===== src/rtl/shift_seq_pkg.sv =====
// Shared types for the sequential bit-serial shifter.
// Holds the shift opcode, the FSM state encoding and small counter helpers.
package shift_seq_pkg;

    typedef enum logic [1:0] {
        SH_NONE = 2'b00,
        SH_LSL  = 2'b01,
        SH_LSR  = 2'b10,
        SH_ASR  = 2'b11
    } shift_op_t;

    typedef enum logic [1:0] {
        StIdle = 2'b00,
        StRun  = 2'b01,
        StDone = 2'b10
    } state_e;

    // amt == 0 still costs one pass through RUN, so the step count is never zero.
    function automatic int unsigned step_count(input int unsigned amt);
        return (amt == 0) ? 1 : amt;
    endfunction

endpackage


===== src/rtl/shift_step.sv =====
// Single-bit shift/rotate step applied once per RUN cycle.
// SHIFT_SEQ_ROTATE_EN turns SH_NONE into a rotate-right by one bit.
module shift_step
    import shift_seq_pkg::*;
#(
    parameter int unsigned WIDTH = 16
) (
    input  logic [WIDTH-1:0] i_operand,
    input  shift_op_t        i_op,
    output logic [WIDTH-1:0] o_result
);

    always_comb begin
        o_result = i_operand;
        unique case (i_op)
`ifdef SHIFT_SEQ_ROTATE_EN
            SH_NONE: o_result = {i_operand[0], i_operand[WIDTH-1:1]};
`else
            SH_NONE: o_result = i_operand;
`endif
            SH_LSL:  o_result = {i_operand[WIDTH-2:0], 1'b0};
            SH_LSR:  o_result = {1'b0, i_operand[WIDTH-1:1]};
            SH_ASR:  o_result = {i_operand[WIDTH-1], i_operand[WIDTH-1:1]};
            default: o_result = i_operand;
        endcase
    end

endmodule


===== src/rtl/shift_seq.sv =====
// Sequential shifter: one bit position per cycle, IDLE -> RUN -> DONE handshake FSM.
// Optional SHIFT_SEQ_ROTATE_EN makes op 00 rotate right instead of passing through.
module shift_seq
    import shift_seq_pkg::*;
#(
    parameter int unsigned WIDTH = 16,
    parameter int unsigned AMT_W = 4
) (
    input  logic             clk,
    input  logic             rst_n,
    input  logic             in_valid,
    output logic             in_ready,
    input  logic [WIDTH-1:0] in,
    input  logic [1:0]       shift,
    input  logic [AMT_W-1:0] amt,
    output logic             out_valid,
    input  logic             out_ready,
    output logic [WIDTH-1:0] sout,
    output logic             zflag,
    output logic             nflag
);

    if ((2 ** AMT_W) < WIDTH) begin : g_bad_amt_w
        $error("shift_seq: AMT_W too small to express every bit position of WIDTH");
    end

    state_e           r_state, w_state_nxt;
    logic [AMT_W-1:0] r_cnt, w_cnt_nxt;
    logic [WIDTH-1:0] r_work, w_work_nxt;
    shift_op_t        r_op, w_op_nxt;
    logic             r_hold, w_hold_nxt;
    logic             r_zflag, w_zflag_nxt;
    logic             r_nflag, w_nflag_nxt;

    logic [WIDTH-1:0] w_step;
    logic [WIDTH-1:0] w_run_result;
    logic             w_last_step;

    shift_step #(
        .WIDTH (WIDTH)
    ) u_shift_step (
        .i_operand (r_work),
        .i_op      (r_op),
        .o_result  (w_step)
    );

    // r_hold marks an amt == 0 request: it spends its single RUN cycle without stepping.
    assign w_run_result = r_hold ? r_work : w_step;
    assign w_last_step  = (r_cnt == AMT_W'(1));

    always_comb begin
        w_state_nxt = r_state;
        w_cnt_nxt   = r_cnt;
        w_work_nxt  = r_work;
        w_op_nxt    = r_op;
        w_hold_nxt  = r_hold;
        w_zflag_nxt = r_zflag;
        w_nflag_nxt = r_nflag;

        unique case (r_state)
            StIdle: begin
                if (in_valid) begin
                    w_state_nxt = StRun;
                    w_cnt_nxt   = AMT_W'(step_count(int'(amt)));
                    w_work_nxt  = in;
                    w_op_nxt    = shift_op_t'(shift);
                    w_hold_nxt  = (amt == '0);
                    w_zflag_nxt = 1'b0;
                    w_nflag_nxt = 1'b0;
                end
            end
            StRun: begin
                w_work_nxt = w_run_result;
                w_cnt_nxt  = r_cnt - AMT_W'(1);
                if (w_last_step) begin
                    w_state_nxt = StDone;
                    w_zflag_nxt = (w_run_result == '0);
                    w_nflag_nxt = w_run_result[WIDTH-1];
                end
            end
            StDone: begin
                if (out_ready) begin
                    w_state_nxt = StIdle;
                end
            end
            default: begin
                w_state_nxt = StIdle;
            end
        endcase
    end

    always_ff @(posedge clk or negedge rst_n) begin
        if (!rst_n) begin
            r_state <= StIdle;
            r_cnt   <= '0;
            r_work  <= '0;
            r_op    <= SH_NONE;
            r_hold  <= 1'b0;
            r_zflag <= 1'b0;
            r_nflag <= 1'b0;
        end else begin
            r_state <= w_state_nxt;
            r_cnt   <= w_cnt_nxt;
            r_work  <= w_work_nxt;
            r_op    <= w_op_nxt;
            r_hold  <= w_hold_nxt;
            r_zflag <= w_zflag_nxt;
            r_nflag <= w_nflag_nxt;
        end
    end

    assign in_ready  = (r_state == StIdle) && rst_n;
    assign out_valid = (r_state == StDone);
    assign sout      = r_work;
    assign zflag     = r_zflag;
    assign nflag     = r_nflag;

endmodule


===== config.mk =====
export PLATFORM = sky130hd
export DESIGN_NAME = shift_seq
export DESIGN_NICKNAME = d
export VERILOG_FILES = /design/src/rtl/shift_seq_pkg.sv /design/src/rtl/shift_step.sv /design/src/rtl/shift_seq.sv
export SDC_FILE = /design/constraint.sdc
export NUM_CORES = 1
export LEC_CHECK = 0
export CAP_MARGIN = 20
export CORE_UTILIZATION = 48
export DETAILED_ROUTE_END_ITERATION = 12
export PLACE_DENSITY = 0.83
export SLEW_MARGIN = 20
export SYNTH_ARGS = -nofsm -noshare
export SYNTH_HDL_FRONTEND = slang
export SYNTH_SLANG_ARGS = --single-unit
export TNS_END_PERCENT = 30

===== constraint.sdc =====
create_clock -name clk -period 2.2 [get_ports clk]
set_clock_uncertainty 0.05 [all_clocks]
set_input_delay 0.44 -clock clk [delete_from_list [all_inputs] [get_ports clk]]
set_output_delay 0.44 -clock clk [all_outputs]
set_load 0.02 [all_outputs]

# After elaboration in Yosys (flattened, before gate mapping)
# Index checks and enable logic that the tools add are counted.
# op_classes
addsub	1
n_eq_ne	9
n_mux	16
n_reduce_logical	10
# op_table
operator	count
16-bit case mux with 4 select lines	1
16-bit 2-to-1 mux	2
16-bit case mux with 2 select lines	1
16-bit zero test	1
4-bit 2-to-1 mux	2
4-bit case mux with 2 select lines	1
2-bit equality test (second input constant)	3
2-bit 2-to-1 mux	3
2-bit case mux with 3 select lines	1
3-bit AND reduction	2
2-bit by 1-bit equality test with 1-bit output (second input constant)	2
4-bit by 1-bit equality test with 1-bit output (second input constant)	1
2-bit zero test	2
4-bit zero test	1
2-bit != test (second input constant)	2
1-bit case mux with 2 select lines	2
2-bit AND reduction	2
4-bit by 1-bit subtractor with 4-bit output (second input constant)	1
1-bit 2-to-1 mux	3
2-bit by 1-bit != test with 1-bit output (second input constant)	1
2-bit nonzero test	1
1-bit logical AND	1
# totals
regBits	27
inputBits	26

# Longest topological paths before layout
# Gate-level depths: netlist (run 1).
# depth
ltp_word	6
mapped_depth	8
ltp_nobuf	7

# Cells and area by module
# Synthesis (run 1) repeated with hierarchy kept, for this count alone.
# unflattened
cells_unflattened	228
hier_area_um2	1994.4
# modules_own_cells
mod	n_inst	seq_area_each_um2	cells_each	area_each_um2
shift_seq	1	675.6	177	1639.1
shift_step	1	0.0	51	355.3

# Worst setup path after synthesis (run 1)
# Ideal clock, no wire load.
# synth_path
path_type	flip-flop to flip-flop
start	reg r_work[14], in the netlist sout[14]
end	reg r_zflag, in the netlist zflag
setup_ps	92
t_arrival_ps	1625
n_path_buf	0
path_stages_with_launch	7
period_less_slack_ps	1767
required_time_ps	2058
slack_ps	433
cell_sequence	dfrtp_1 > and2_1 > a31o_1 > a221o_1 > nor4_2 > nand4_1 > o31ai_2
# synth_between
elab_chain_cells	5
# synth_lines
element	line	rtl
start, declared	shift_seq.sv:29	logic [WIDTH-1:0] r_work, w_work_nxt;
start signal, assigned	shift_seq.sv:104	r_work <= w_work_nxt;
16-bit case mux with 4 select lines	shift_step.sv:15	unique case (i_op)
16-bit 2-to-1 mux (*)	shift_seq.sv:48	assign w_run_result = r_hold ? r_work : w_step;
16-bit zero test (*)	shift_seq.sv:77	w_zflag_nxt = (w_run_result == '0);
1-bit 2-to-1 mux (*)	shift_seq.sv:75	if (w_last_step) begin
1-bit case mux with 2 select lines (*)	shift_seq.sv:60	unique case (r_state)
end signal, assigned	shift_seq.sv:107	r_zflag <= w_zflag_nxt;
end, declared	shift_seq.sv:32	logic r_zflag, w_zflag_nxt;
# Mark *: on every way between the ends. The rest lies on a longest branch, timed or not. The select of a mux whose other input is x is not followed.
# A chain may end at the register's enable or synchronous reset.

# Worst setup path after layout (run 1)
# layout_path
start	reg r_state[0]
end	out out_valid
# layout_between
elab_chain_cells	1
# layout_lines
element	line	rtl
start, declared	shift_seq.sv:27	state_e r_state, w_state_nxt;
start signal, assigned	shift_seq.sv:94	r_state <= StIdle;
start signal, assigned	shift_seq.sv:102	r_state <= w_state_nxt;
2-bit equality test	shift_seq.sv:113	assign out_valid = (r_state == StDone);
end, declared	shift_seq.sv:16	output logic out_valid,
# Every way passes these cells.

==> run_results.csv, run 1 <==
group,metric,value,unit
status,status,"finished clean",
logic_synthesis,synth_area_leaders,"dfrtp_1, nand2_1, a22oi_1",
logic_synthesis,synth_top_cell_area_share,41.06,%
power,vdd_ir_drop_max,652.5,µV
logic_synthesis,netlist_top_cells_count,"nand2_1, dfrtp_1, nor2_1, a21oi_1, o21ai_0",
logic_synthesis,synth.distinct_cells,40,
layout,drive_gt1_share,8.163,%
clock_network,insertion_delay,330,ps
layout,final_cells,289,
floorplan,boundaryPins,46,
clock_network,clk_pin_slew,140,ps
power,powerDensity,1565,mW/mm²
drt,routed_wl,4.328,mm
timing,setup_ws,133.3,ps
clock_network,cts-root-buf,"clkbuf_4",
timing,setup_viol,0,
grt,grt.total_usage,26.06,%
worst_setup_path,cp.required,1710,ps
worst_setup_path,max_stage_delay,590,ps
drt,ant_nets,0,
grt,overflow,0,
timing,slew_headroom,69.48,%
timing,rsz0062_at_grt,"no",
logic_synthesis,synth.cell_area,0.001645,mm²
clock_network,cts_buffers,3,
clock_network,clkSinkCount,27,
logic_synthesis,synth.avg_cell_area,8.268,µm²
timing,layout_min_cycle_time,2067,ps
clock_network,cts_tree,"built",
grt,grt_pass1_vias,1571,
layout,syn2layout_area_growth,33.99,%
logic_synthesis,yosysWarnings,0,
placed_design,hpwl,3.192,mm
worst_setup_path,end_kind,"output pin",
clock_network,hold_buffers,0,
logic_synthesis,syn_inst,199,
timing,finalHoldViolCount,0,
logic_synthesis,post-synth-top-count-cell,"nand2_1",
worst_setup_path,crit_chain,"nand2b_1 > inv_1 > clkdlybuf4s50_1",
placed_design,place_congestion,0.9006,
worst_setup_path,crit_path_max_fanout,5,
grt,grt_max_degree,28,
logic_synthesis,synthArstFlopShare,100.0,%
grt,grt_first_pass_wirelength,7.100,mm
clock_network,h-tree-depth,1,
layout,antenna_cells,0,
hold_path,hold_path.class,"input pin to asynchronous set/reset pin",
flow_run,max_cap_viol_count,0,
grt,antenna_found_initial,0,
logic_synthesis,synth_ff_type,"dfrtp_1",
worst_setup_path,crit_slowest_cell,"clkdlybuf4s50_1",
timing,fin_setup_tns,0,ps
drt,drt_pass1_iterations,4,
drt,via_count,1692,
placed_design,post-place-ws,63.58,ps
placed_design,port-buffer-count,45,
logic_synthesis,yosysTopAreaCell,"dfrtp_1",
floorplan,dieArea,0.003666,mm²
worst_setup_path,crit_path_start_kind,"flop",
logic_synthesis,seq_area_frac_synth,41.06,%
timing,min_period_over_period,93.94,%
logic_synthesis,ys_ff_latch,27,
logic_synthesis,synth-edff-count,0,
drt,wl_per_cell,14.98,µm
placed_design,dp.cells,285,
logic_synthesis,syn_nets,227,
timing,final_max_slew_viol_count,0,
floorplan,core,0.003153,mm²
timing,fmax,483.9,MHz
floorplan,die_w,60.55,µm
drt,route.detailed.drc,0,
worst_setup_path,critPathArrivalTime,1580,ps
floorplan,rows,20,
floorplan,chipHeight,60.55,µm
clock_network,clk_path_buf_depth,2,
worst_setup_path,worstSetupPathType,"flop to output pin",
timing,worst_pin_slew,455.0,ps
drt,drt_iter0_markers,83,
drt,drt-vias-per-instance,5.855,
layout,final_nets,274,
power,leakage,0.9737,nW
floorplan,start_util,52.18,%
[layout by cell type (no fill, tap or decap), drive strengths merged, types with 3 or more instances in the layout]
cell type      count
a211o              3
nand2             35
nor2              23
clkbuf             4
dfrtp             27
a221o              4
o21ai             14
clkdlybuf4s50     44
inv                4
nor2b              3
a211oi             5
buf               10
nand3              6
nand2b             4
a32oi              3
a21oi             14
a22oi             12
and2               4
[what timing repair did]
item | CTS | global route
gates resized for setup | 0 | 3
setup buffers | 0 | 0
setup endpoints to repair | 0 | 2
endpoints found under the hold margin | 0 | 0
[cell families after synthesis]
kind of cell,Yosys count,synth area share (%)
multiplexers,2,1.217
flip-flops,27,41.06
AO/OA/AOI/OAI,65,27.07
AND/OR/NAND/NOR,85,23.95
XOR/XNOR,1,0.5324
adder cells (fa/ha/maj),2,1.521
buffers and inverters,17,4.639
[cell type report]
type | instances | area, µm²
Clock buffer | 4 | 26.28
Fill cell | 258 | 948.4
Inverter | 4 | 15.01
Multi-Input combinational cell | 155 | 904.6
Sequential cell | 27 | 675.6
Tap cell | 44 | 55.05
Timing Repair Buffer | 55 | 528.0
[worst max-delay path: cells and delay by family (launching register included)]
kind	cells	cell delay, ps
buf+inv	2	640
flops	1	440
simple gates	1	170
[power by group]
part	switching, mW	internal [mW]
Clock	0.146	0.0711
Sequential	0.320	0.742
Combinational	1.19	0.981
Total	1.66	1.79
[per-stage QoR]
stage | hold slack [ps] | total power, mW | utilization, % | area (µm²)
5_1_grt | 470.2 | 3.732 | 69.92 | 2205
3_5_place_dp | 475.1 | 3.193 | 68.65 | 2165
6_report | 453.4 | 3.450 | 69.92 | 2205
4_1_cts | 468.4 | 3.417 | 69.48 | 2191
2_1_floorplan | 94.41 | 2.425 | - | 1645
3_3_place_gp | 437.5 | 3.149 | 68.65 | 2165
[sequential cells by signal, summed over array words and instances (netlist names)]
register	cells
r_hold	1
r_cnt	4
r_state	2
zflag	1
sout	16
nflag	1
r_op	2
[path summary, 6_finish.rpt]
| kind | start | end | slack, ps | cells after the start |
|---|---|---|---|---|
| max | r_state[0] | out_valid | 130 | 3 |
| min | rst_n | r_cnt[3] | 450 | 2 |
| max reg2reg | r_hold | zflag | 150 | 6 |
| min reg2reg | nflag | nflag | 500 | 2 |
| max in group asynchronous | rst_n | r_state[1] | 1400 | 2 |
| min in group clk | nflag | nflag | 500 | 2 |
[layer usage]
layer | track usage [%] | wire [µm] | share of wire [%] | vias up
met5 | 0 | 0 | 0 | -
met2 | 40.50 | 2002 | 46 | 77
met4 | 13.64 | 99 | 2.3 | 0
li1 | - | - | - | 813
met1 | 36.45 | 1937 | 45 | 792
met3 | 2.132 | 289 | 6.7 | 10
No activity file was read; power rests on OpenSTA's default activity.
==> inputs of run 2 (changes only) <==
--- a/config.mk
+++ b/config.mk
@@ -6,9 +6,9 @@
 export NUM_CORES = 1
 export LEC_CHECK = 0
 export CAP_MARGIN = 20
-export CORE_UTILIZATION = 48
+export CORE_UTILIZATION = 49
 export DETAILED_ROUTE_END_ITERATION = 12
-export PLACE_DENSITY = 0.83
+export PLACE_DENSITY = 0.85
 export SLEW_MARGIN = 20
 export SYNTH_ARGS = -nofsm -noshare
 export SYNTH_HDL_FRONTEND = slang
==> constraint.sdc (replaced) <==
create_clock -name clk -period 2.5 [get_ports clk]
set_clock_uncertainty 0.05 [all_clocks]
set_input_delay 0.625 -clock clk [delete_from_list [all_inputs] [get_ports clk]]
set_output_delay 0.625 -clock clk [all_outputs]
set_load 0.02 [all_outputs]
==> run_results.csv, run 2 (synthesis gave the netlist of run 1 again) <==
group,metric,value,unit
power,leakage,0.9643,nW
worst_setup_path,crit_chain,"nand2b_1 > inv_1 > clkdlybuf4s50_1",
timing,fin_setup_tns,0,ps
worst_setup_path,crit_path_start_kind,"flop",
layout,mostFrequentLayoutCells,"clkdlybuf4s50_1, nand2_1, dfrtp_1",
drt,drt_pass1_iterations,5,
flow_run,max_cap_viol_count,0,
drt,ant_nets,0,
worst_setup_path,end_kind,"output pin",
status,status,"finished clean",
floorplan,chipHeight,59.95,µm
clock_network,clk_pin_slew,140,ps
timing,layout_min_cycle_time,2274,ps
layout,layout_commonest_cell,"clkdlybuf4s50_1",
drt,routed_wl,4.384,mm
grt,antenna_found_initial,0,
power,vdd_ir_drop_max,662.3,µV
layout,drive_gt1_share,7.377,%
timing,final_max_slew_viol_count,0,
grt,grt_max_degree,28,
hold_path,hold_path.class,"flop to flop",
grt,grt_pass1_vias,1549,
power,powerDensity,1376,mW/mm²
clock_network,h-tree-depth,1,
drt,drt_iter0_markers,102,
timing,min_period_over_period,90.95,%
timing,slew_headroom,61.51,%
placed_design,port-buffer-count,45,
floorplan,dieArea,0.003593,mm²
drt,via_count,1689,
layout,largest_register_ffs,16,
layout,syn2layout_area_growth,32.85,%
grt,grt.total_usage,27.39,%
clock_network,insertion_delay,340,ps
floorplan,start_util,52.60,%
placed_design,place_congestion,0.8646,
placed_design,hpwl,3.180,mm
clock_network,cts-root-buf,"clkbuf_4",
floorplan,die_w,59.95,µm
clock_network,cts_tree,"built",
worst_setup_path,worstSetupPathType,"flop to output pin",
worst_setup_path,cp_top_family,"buffers and inverters",
floorplan,rows,20,
worst_setup_path,cp.required,1820,ps
worst_setup_path,crit_slowest_cell,"clkdlybuf4s50_1",
clock_network,hold_buffers,0,
clock_network,clkSinkCount,27,
worst_setup_path,max_stage_delay,590,ps
timing,hold_ws,475.8,ps
timing,finalHoldViolCount,0,
drt,route.detailed.drc,0,
timing,worst_pin_slew,574.7,ps
placed_design,dp.cells,284,
clock_network,cts_buffers,3,
floorplan,boundaryPins,46,
layout,antenna_cells,0,
timing,rsz0062_at_grt,"no",
floorplan,core,0.003128,mm²
clock_network,clk_path_buf_depth,2,
timing,setup_viol,0,
drt,drt-vias-per-instance,5.865,
layout,final_cells,288,
timing,fmax,439.8,MHz
grt,grt_first_pass_wirelength,7.245,mm
drt,wl_per_cell,15.22,µm
layout,fill_cells,266,
worst_setup_path,critPathArrivalTime,1600,ps
worst_setup_path,crit_buf_inv,2,
layout,final_nets,273,
grt,overflow,0,
worst_setup_path,crit_path_max_fanout,5,
-- run 2: cell types whose count changed in the layout (fill, tap and decap cells not counted) --
cell and change:
buf_4 -1, nor2b_2 +1, nor2b_4 -1, nor4b_1 +1, nor4b_2 -1
-- run 2: layer usage --
layer | track usage (%) | vias up | routed length (µm)
li1 | - | 814 | -
met3 | 3.896 | 9 | 307
met4 | 9.967 | 0 | 82
met5 | 0 | - | 0
met2 | 43.33 | 85 | 2058
met1 | 38.10 | 781 | 1936
-- run 2: timing repair --
action                                  4_1_cts  5_1_grt
gates resized for setup                       0        1
setup buffers                                 0        0
endpoints found under the setup margin        0        1
-- run 2: path summary, 6_finish.rpt --
check                           start         to  slack (ps)  depth (start not counted)
max                        r_state[0]  out_valid         230                          3
min                             nflag      nflag         480                          2
max reg2reg                    r_hold      zflag         320                          7
min reg2reg                     nflag      nflag         480                          2
max in group asynchronous       rst_n   sout[10]        1520                          2
min in group asynchronous       rst_n   r_cnt[2]         620                          2
-- run 2: layout make-up --
| class | instances | area [µm²] | share of cell area (%) |
|---|---|---|---|
| Clock buffer | 4 | 26.28 | 1.202 |
| Inverter | 4 | 15.01 | 0.6869 |
| Multi-Input combinational cell | 155 | 893.4 | 40.87 |
| Sequential cell | 27 | 675.6 | 30.91 |
| Tap cell | 44 | 55.05 | 2.519 |
| Timing Repair Buffer | 54 | 520.5 | 23.81 |
-- run 2: power breakdown --
part	switching, mW	internal (mW)	total, mW
registers	0.291	0.653	0.943
clock network	0.132	0.0628	0.195
logic	1.03	0.840	1.87
total	1.45	1.56	3.01
-- run 2: tightest hold or removal path: cells and delay by family (launching register included) --
| family | cells | cell delay [ps] |
|---|---|---|
| AOI/OAI and AO/OA | 1 | 60 |
| DFF | 1 | 380 |
| and+or+nand+nor | 1 | 60 |
-- run 2: stage by stage --
stage,utilization [%],worst slack (ps),power [mW],area (µm²)
after floorplan,-,733.3,2.134,1645
after global placement,68.96,12.35,2.752,2157
after detailed placement,68.96,2.903,2.799,2157
after CTS,69.80,2.906,3.002,2183
after global routing,69.88,141.8,3.273,2186
final,69.88,226.3,3.009,2186
